--- config.mk ---
export PLATFORM = sky130hd
export DESIGN_NAME = example_text_fetch_unit
export DESIGN_NICKNAME = d
export VERILOG_FILES = /design/src/rtl/rv_config.sv /design/src/rtl/example_fetch_pkg.sv /design/src/rtl/example_fetch_fifo.sv /design/src/rtl/example_text_fetch_unit.sv
export SDC_FILE = /design/constraint.sdc
export NUM_CORES = 1
export LEC_CHECK = 0
export ABC_AREA = 1
export ABC_CLOCK_PERIOD_IN_PS = 2350
export CAP_MARGIN = 0
export CORE_ASPECT_RATIO = 0.9
export CORE_MARGIN = 2
export CORE_UTILIZATION = 30
export CTS_CLUSTER_DIAMETER = 50
export CTS_CLUSTER_SIZE = 10
export DETAILED_ROUTE_END_ITERATION = 10
export GPL_TIMING_DRIVEN = 0
export PLACE_DENSITY_LB_ADDON = 0.1
export SLEW_MARGIN = 20
export SYNTH_ARGS = -nofsm -noshare
export SYNTH_HDL_FRONTEND = slang
export SYNTH_HIERARCHICAL = 1
export SYNTH_SLANG_ARGS = --single-unit
--- constraint.sdc ---
create_clock -name clock -period 2.35 [get_ports clock]
set_input_delay 0.47 -clock clock [delete_from_list [all_inputs] [get_ports clock]]
set_output_delay 0.47 -clock clock [all_outputs]
set_load 0.02 [all_outputs]
--- src/rtl/rv_config.sv ---
// Platform memory-map constants shared by the RISC-V blocks.
// TEXT_END is the last byte address (inclusive) of the program text segment.
package rv_config;

  localparam logic [31:0] TEXT_BEGIN = 32'h0040_0000;
  localparam logic [31:0] TEXT_END   = 32'h0FFF_FFFF;

endpackage

--- src/rtl/example_fetch_pkg.sv ---
// Shared types and helpers for the text fetch unit and its prefetch FIFO.
package example_fetch_pkg;

  localparam logic [31:0] TEXT_BEGIN     = rv_config::TEXT_BEGIN;
  localparam logic [31:0] TEXT_END       = rv_config::TEXT_END;
  // Highest address at which a whole 4-byte word still lies inside the text segment.
  localparam logic [31:0] TEXT_LAST_WORD = TEXT_END - 32'd3;

  typedef struct packed {
    logic [31:0] pc;
    logic [31:0] data;
    logic        fault;
  } fetch_entry_t;

  typedef enum logic [0:0] {
    FETCH = 1'b0,
    HALT  = 1'b1
  } fetch_state_t;

  // A fetch address faults when misaligned or when its word leaves the text segment.
  function automatic logic pc_fault(input logic [31:0] pc);
    return (pc[1:0] != 2'b00) || (pc < TEXT_BEGIN) || (pc > TEXT_LAST_WORD);
  endfunction

endpackage

--- src/rtl/example_fetch_fifo.sv ---
// Synchronous prefetch FIFO of fetch entries. Flush wins over push/pop.
// Storage resets to zero so an empty FIFO presents an all-zero head.
module example_fetch_fifo
  import example_fetch_pkg::*;
#(
  parameter int DEPTH = 4
) (
  input  logic         clock,
  input  logic         reset_n,
  input  logic         push,
  input  logic         pop,
  input  logic         flush,
  input  fetch_entry_t wr_entry,
  output logic         full,
  output logic         empty,
  output fetch_entry_t head
);

  localparam int PW = $clog2(DEPTH);
  localparam int CW = PW + 1;
  localparam logic [CW-1:0] DEPTH_C = CW'(DEPTH);

  fetch_entry_t  r_mem [DEPTH];
  logic [PW-1:0] r_wr_ptr;
  logic [PW-1:0] r_rd_ptr;
  logic [CW-1:0] r_count;

  logic w_do_push;
  logic w_do_pop;

  assign w_do_pop  = pop & ~empty;
  // Pushing into a full FIFO is only allowed when the head leaves on the same edge.
  assign w_do_push = push & (~full | w_do_pop);

  assign full  = (r_count == DEPTH_C);
  assign empty = (r_count == {CW{1'b0}});
  assign head  = r_mem[r_rd_ptr];

  // Storage, pointers and occupancy; pointers wrap naturally at DEPTH.
  always_ff @(posedge clock or negedge reset_n) begin
    if (!reset_n) begin
      for (int i = 0; i < DEPTH; i++) begin
        r_mem[i] <= '0;
      end
      r_wr_ptr <= {PW{1'b0}};
      r_rd_ptr <= {PW{1'b0}};
      r_count  <= {CW{1'b0}};
    end else if (flush) begin
      r_wr_ptr <= {PW{1'b0}};
      r_rd_ptr <= {PW{1'b0}};
      r_count  <= {CW{1'b0}};
    end else begin
      if (w_do_push) begin
        r_mem[r_wr_ptr] <= wr_entry;
        r_wr_ptr        <= r_wr_ptr + PW'(1);
      end
      if (w_do_pop) begin
        r_rd_ptr <= r_rd_ptr + PW'(1);
      end
      case ({w_do_push, w_do_pop})
        2'b10:   r_count <= r_count + CW'(1);
        2'b01:   r_count <= r_count - CW'(1);
        default: r_count <= r_count;
      endcase
    end
  end

endmodule

--- src/rtl/example_text_fetch_unit.sv ---
// Instruction-fetch initiator: owns the fetch PC, reads one word per cycle from
// the text bus into a prefetch FIFO and hands words to decode via valid/ready.
// Optional performance counters are enabled by EXAMPLE_TEXT_FETCH_STATS_EN.
module example_text_fetch_unit
  import example_fetch_pkg::*;
#(
  parameter logic [31:0] RESET_PC   = rv_config::TEXT_BEGIN,
  parameter int          FIFO_DEPTH = 4
) (
  input  logic        clock,
  input  logic        reset_n,
  output logic [31:0] bus_address,
  input  logic [31:0] bus_read_data,
  input  logic        redirect_valid,
  input  logic [31:0] redirect_pc,
  output logic        inst_valid,
  input  logic        inst_ready,
  output logic [31:0] inst_data,
  output logic [31:0] inst_pc,
  output logic        inst_fault
`ifdef EXAMPLE_TEXT_FETCH_STATS_EN
  ,
  output logic [31:0] perf_fetched,
  output logic [31:0] perf_stalls
`endif
);

  logic [31:0]  r_fetch_pc;
  fetch_state_t r_state;

  logic         w_fault;
  logic         w_pop;
  logic         w_push;
  logic         w_full;
  logic         w_empty;
  fetch_entry_t w_entry;
  fetch_entry_t w_head;

  assign w_fault = pc_fault(r_fetch_pc);
  assign w_pop   = ~w_empty & inst_ready;
  assign w_push  = (r_state == FETCH) & (~w_full | w_pop) & ~redirect_valid;

  // A faulting fetch never forwards bus data to the core.
  assign w_entry.pc    = r_fetch_pc;
  assign w_entry.data  = w_fault ? 32'h0000_0000 : bus_read_data;
  assign w_entry.fault = w_fault;

  example_fetch_fifo #(
    .DEPTH (FIFO_DEPTH)
  ) u_fifo (
    .clock    (clock),
    .reset_n  (reset_n),
    .push     (w_push),
    .pop      (w_pop),
    .flush    (redirect_valid),
    .wr_entry (w_entry),
    .full     (w_full),
    .empty    (w_empty),
    .head     (w_head)
  );

  assign bus_address = r_fetch_pc;
  assign inst_valid  = ~w_empty;
  assign inst_data   = w_head.data;
  assign inst_pc     = w_head.pc;
  assign inst_fault  = w_head.fault;

  // Fetch PC and FETCH/HALT state; redirect overrides everything else.
  always_ff @(posedge clock or negedge reset_n) begin
    if (!reset_n) begin
      r_fetch_pc <= RESET_PC;
      r_state    <= FETCH;
    end else if (redirect_valid) begin
      r_fetch_pc <= redirect_pc;
      r_state    <= FETCH;
    end else begin
      case (r_state)
        FETCH: begin
          if (w_push) begin
            if (w_fault) begin
              r_state <= HALT;
            end else begin
              r_fetch_pc <= r_fetch_pc + 32'd4;
            end
          end
        end
        HALT: begin
          r_state <= HALT;
        end
        default: begin
          r_state <= FETCH;
        end
      endcase
    end
  end

`ifdef EXAMPLE_TEXT_FETCH_STATS_EN
  logic [31:0] r_perf_fetched;
  logic [31:0] r_perf_stalls;

  // Free-running fetch and back-pressure counters; redirects leave them alone.
  always_ff @(posedge clock or negedge reset_n) begin
    if (!reset_n) begin
      r_perf_fetched <= 32'd0;
      r_perf_stalls  <= 32'd0;
    end else begin
      if (w_push) begin
        r_perf_fetched <= r_perf_fetched + 32'd1;
      end
      if (inst_valid && !inst_ready) begin
        r_perf_stalls <= r_perf_stalls + 32'd1;
      end
    end
  end

  assign perf_fetched = r_perf_fetched;
  assign perf_stalls  = r_perf_stalls;
`endif

endmodule

==> flow_metrics.env <==
export IMPL_outcome="finished, violations left"
export IMPL_violations="setup timing"
export IMPL_synth_warnings=6
export IMPL_place_gp_congestion=0.8464
export IMPL_wire_per_inst_um=19.90
export IMPL_cp_end_kind="output port"
export IMPL_track_usage=0.2224
export IMPL_hold_violations=0
export IMPL_cts_tree="done"
export IMPL_place_hpwl_mm=40.02
export IMPL_antenna_found_initial=0
export IMPL_diodes=0
export IMPL_power_leakage_uw=0.01075
export IMPL_initialDrtViolationCount=1102
export IMPL_synthFlopType="dfrtp_1"
export IMPL_max_vdd_ir_drop_v=0.0006482
export IMPL_die_w_um=243.0
export IMPL_synth_nets=2114
export IMPL_start_util=0.3050
export IMPL_clk_pin_slew_ps=50
export IMPL_skew_ps=28.80
export IMPL_synth_compound_area_frac=0.1641
export IMPL_worst_ep_required_time_ps=1880
export IMPL_maxCapViolCount=0
export IMPL_synth_edf_count=0
export IMPL_first_global_vias=14973
export IMPL_firstDrtPassIters=7
export IMPL_cts_root_buf="clkbuf_16"
export IMPL_num_fill_cells=5282
export IMPL_drc=0
export IMPL_power_density_nw_per_um2=1095
export IMPL_cts_sinks=300
export IMPL_layout_commonest_cell="nand2_1"
export IMPL_path_class="reg2out"
export IMPL_timing_final_crit_share=1.080
export IMPL_antenna_left=0
export IMPL_start_kind="register"
export IMPL_overflow=0
export IMPL_worst_slack_ps=-187.7
export IMPL_fp_dieArea_um2=53230
export IMPL_routed_wl_mm=59.89
export IMPL_internal_power_uw=14590
export IMPL_synth_simple_gate_area_share=0.2553
export IMPL_final_nets=2377
export IMPL_netSwitchingPower_uw=9155
export IMPL_io_pins=166
export IMPL_fin_crit_ps=2538
export IMPL_grt_start_max_net_pins=83
export IMPL_relSlewSlack=0.4924
export IMPL_p_sw_frac=0.3855
export IMPL_htree_levels=2
export IMPL_ff2ff_path_depth=9
export IMPL_fmax_ghz=0.3941
export IMPL_worstSkewPairLatency_ps=590
export IMPL_synth_xor_area_frac=0.005112
export IMPL_syn2layout_area_growth_pct=40.68
export IMPL_clkPwrFrac=0.281
export IMPL_grt_pass1_wl_mm=90.91
export IMPL_die_h_um=219.1
export IMPL_synthesis_area_um2=15420
export IMPL_stdcell_area_um2=21690
export IMPL_rrSetupSlack_ps=110
export IMPL_crit_fanout=8
export IMPL_seq_power_share=0.304
export IMPL_cts_made_buffers=44
export IMPL_r2r_end="u_fifo/r_mem[125]$_DFFE_PN0P_"
export IMPL_synth_area_mux_share=0
export IMPL_synth_distinct_cells=37
export IMPL_cts_buffer_depth=3
export IMPL_ys_ff_latch=300
export IMPL_num_rows=78
export IMPL_worst_pin_slew_ps=761.4
export IMPL_synth_yosys_seq_area_share=0.4870
export IMPL_synthArstFlopShare=1.000
export IMPL_coreArea_um2=50550
export IMPL_synth_cells=2040
export IMPL_drive_gt1_frac=0.2498
export IMPL_crit_start="u_fifo/r_rd_ptr[0]$_DFFE_PN0P_"
export IMPL_layout_common_cells="nand2_1, dfrtp_1, o21ai_0, o21ai_1, nor2_1"
export IMPL_portBuffers=165
export IMPL_final_max_slew_viol_count=0
export IMPL_setup_viol=65
export IMPL_syn_avg_cell_area_um2=7.558
export IMPL_synth_adder_area_share=0.005356
export IMPL_dpl_worst_slack_ps=-882.8
export IMPL_rsz0062_at_grt="yes"
export IMPL_arrival_ps=2070
export IMPL_num_vias=14930
export IMPL_r2r_start="u_fifo/r_wr_ptr[0]$_DFFE_PN0P_"
export IMPL_hold_class="in2reg"
export IMPL_synth_top_family_by_area="simple AND/OR/NAND/NOR gates"
export IMPL_critPathCapture="inst_pc[15]"
export IMPL_p_comb_frac=0.416
export IMPL_viasPerCell=4.960
export IMPL_place_area_um2=18010
[worst min-delay path by stage]
| stage | startpoint | to | cells after the start |
|---|---|---|---|
| 2_1_floorplan | reset_n | bus_address[0]$_DFFE_PN0P_ | 0 |
| 3_3_place_gp | u_fifo/r_mem[170]$_DFFE_PN0P_ | u_fifo/r_mem[170]$_DFFE_PN0P_ | 2 |
| 3_5_place_dp | u_fifo/r_mem[74]$_DFFE_PN0P_ | u_fifo/r_mem[74]$_DFFE_PN0P_ | 2 |
| 4_1_cts | redirect_pc[31] | bus_address[31]$_DFFE_PN0P_ | 3 |
| 5_1_grt | redirect_pc[30] | bus_address[30]$_DFFE_PN0P_ | 3 |
| 6_report | redirect_pc[30] | bus_address[30]$_DFFE_PN0P_ | 3 |
[per-layer routing]
| metal | share of wire | track usage |
|---|---|---|
| met1 | 0.45 | 0.2983 |
| met2 | 0.47 | 0.3626 |
| met3 | 0.054 | 0.04158 |
| met4 | 0.024 | 0.07239 |
| met5 | 0 | 0 |
[cells in the mapped netlist (2+ instances only)]
| master | n | area, um2 |
|---|---|---|
| and2_1 | 2 | 12.51 |
| dfrtp_1 | 299 | 7482 |
| nand3_1 | 60 | 300.3 |
| clkbuf_2 | 2 | 10.01 |
| o21ai_0 | 314 | 1572 |
| buf_4 | 40 | 300.3 |
| nor2_1 | 202 | 758.2 |
| buf_1 | 11 | 41.29 |
| o21bai_1 | 2 | 15.01 |
| nand4_1 | 5 | 31.28 |
| nand3_2 | 4 | 40.04 |
| inv_2 | 8 | 30.03 |
| a21o_1 | 2 | 15.01 |
| o21ai_1 | 95 | 475.5 |
| buf_2 | 33 | 165.2 |
| nor3_1 | 3 | 15.01 |
| nand3b_1 | 2 | 15.01 |
| nor2_2 | 4 | 25.02 |
| clkbuf_1 | 69 | 259.0 |
| nor2_4 | 3 | 33.78 |
| inv_1 | 63 | 236.5 |
| xor2_1 | 4 | 35.03 |
| nand2_2 | 4 | 25.02 |
| nand2_1 | 698 | 2620 |
| buf_6 | 20 | 225.2 |
| o22ai_1 | 65 | 406.6 |
| nand3_4 | 2 | 35.03 |
| ha_1 | 5 | 62.56 |
| a21oi_1 | 7 | 35.03 |
| xnor2_1 | 5 | 43.79 |
[critical path, cell delays in order, from the launching register on]
cell and delay, ps:
dfrtp_2 450, buf_12 160, inv_16 80, buf_16 150
clkbuf_16 180, o21ai_4 60, o22ai_4 210, buf_6 160
[stage by stage]
step           setup TNS [ps]    util  hold slack [ps]  instances  total power (uW)
3_3_place_gp         -4193810  0.3545            454.3       2885             14510
5_1_grt                -10000  0.4291            479.8       3010             24980
4_1_cts                 -8603  0.4065            440.5       2986             22600
2_1_floorplan               0       -            174.4       2040             10980
6_report                -7008  0.4291            462.3       3010             23750
3_5_place_dp          -200490  0.3563            460.5       2888             14570
[layout make-up]
class / count / area (um2) / area share
buffer: 175 / 1408 / 0.06489
clock buffer: 56 / 1217 / 0.05613
clock inverter: 17 / 220.2 / 0.01015
inverter: 71 / 285.3 / 0.01315
multi-input combinational: 1493 / 7806 / 0.3599
sequential: 300 / 7550 / 0.3481
tap: 680 / 850.8 / 0.03922
timing repair buffer: 218 / 2354 / 0.1085
[state kept, by name (all words and copies together) (netlist names)]
name	flops
u_fifo/r_wr_ptr	2
bus_address	32
u_fifo/r_mem	260
u_fifo/r_rd_ptr	2
r_state	1
u_fifo/r_count	3
[power by group through the flow]
| stage | Combinational (uW) | Sequential [uW] | Clock (uW) |
|---|---|---|---|
| 6_report | 9870 | 7210 | 6660 |
| 5_1_grt | 10600 | 7360 | 7030 |
| 4_1_cts | 8670 | 7150 | 6790 |
| 3_5_place_dp | 7390 | 7180 | 0 |
| 3_3_place_gp | 7340 | 7180 | 0 |
| 2_1_floorplan | 4120 | 6860 | 0 |
[logic make-up after synthesis]
kind of cell,Yosys count
xor gates and xnor gates,9
adders and majority gates,6
DFF,300
AOI/OAI and AO/OA,486
and+or+nand+nor,992
buffers and inverters,247
[timing repair]
action	CTS	global route
hold buffers	1	0
hold endpoints to repair	73	0
endpoints found under the setup margin	393	320
gates cloned	5	6
buffers inserted	19	19
gates resized for setup	658	252
pin swaps	47	56
Note: power is estimated with default switching activity, not from simulation.
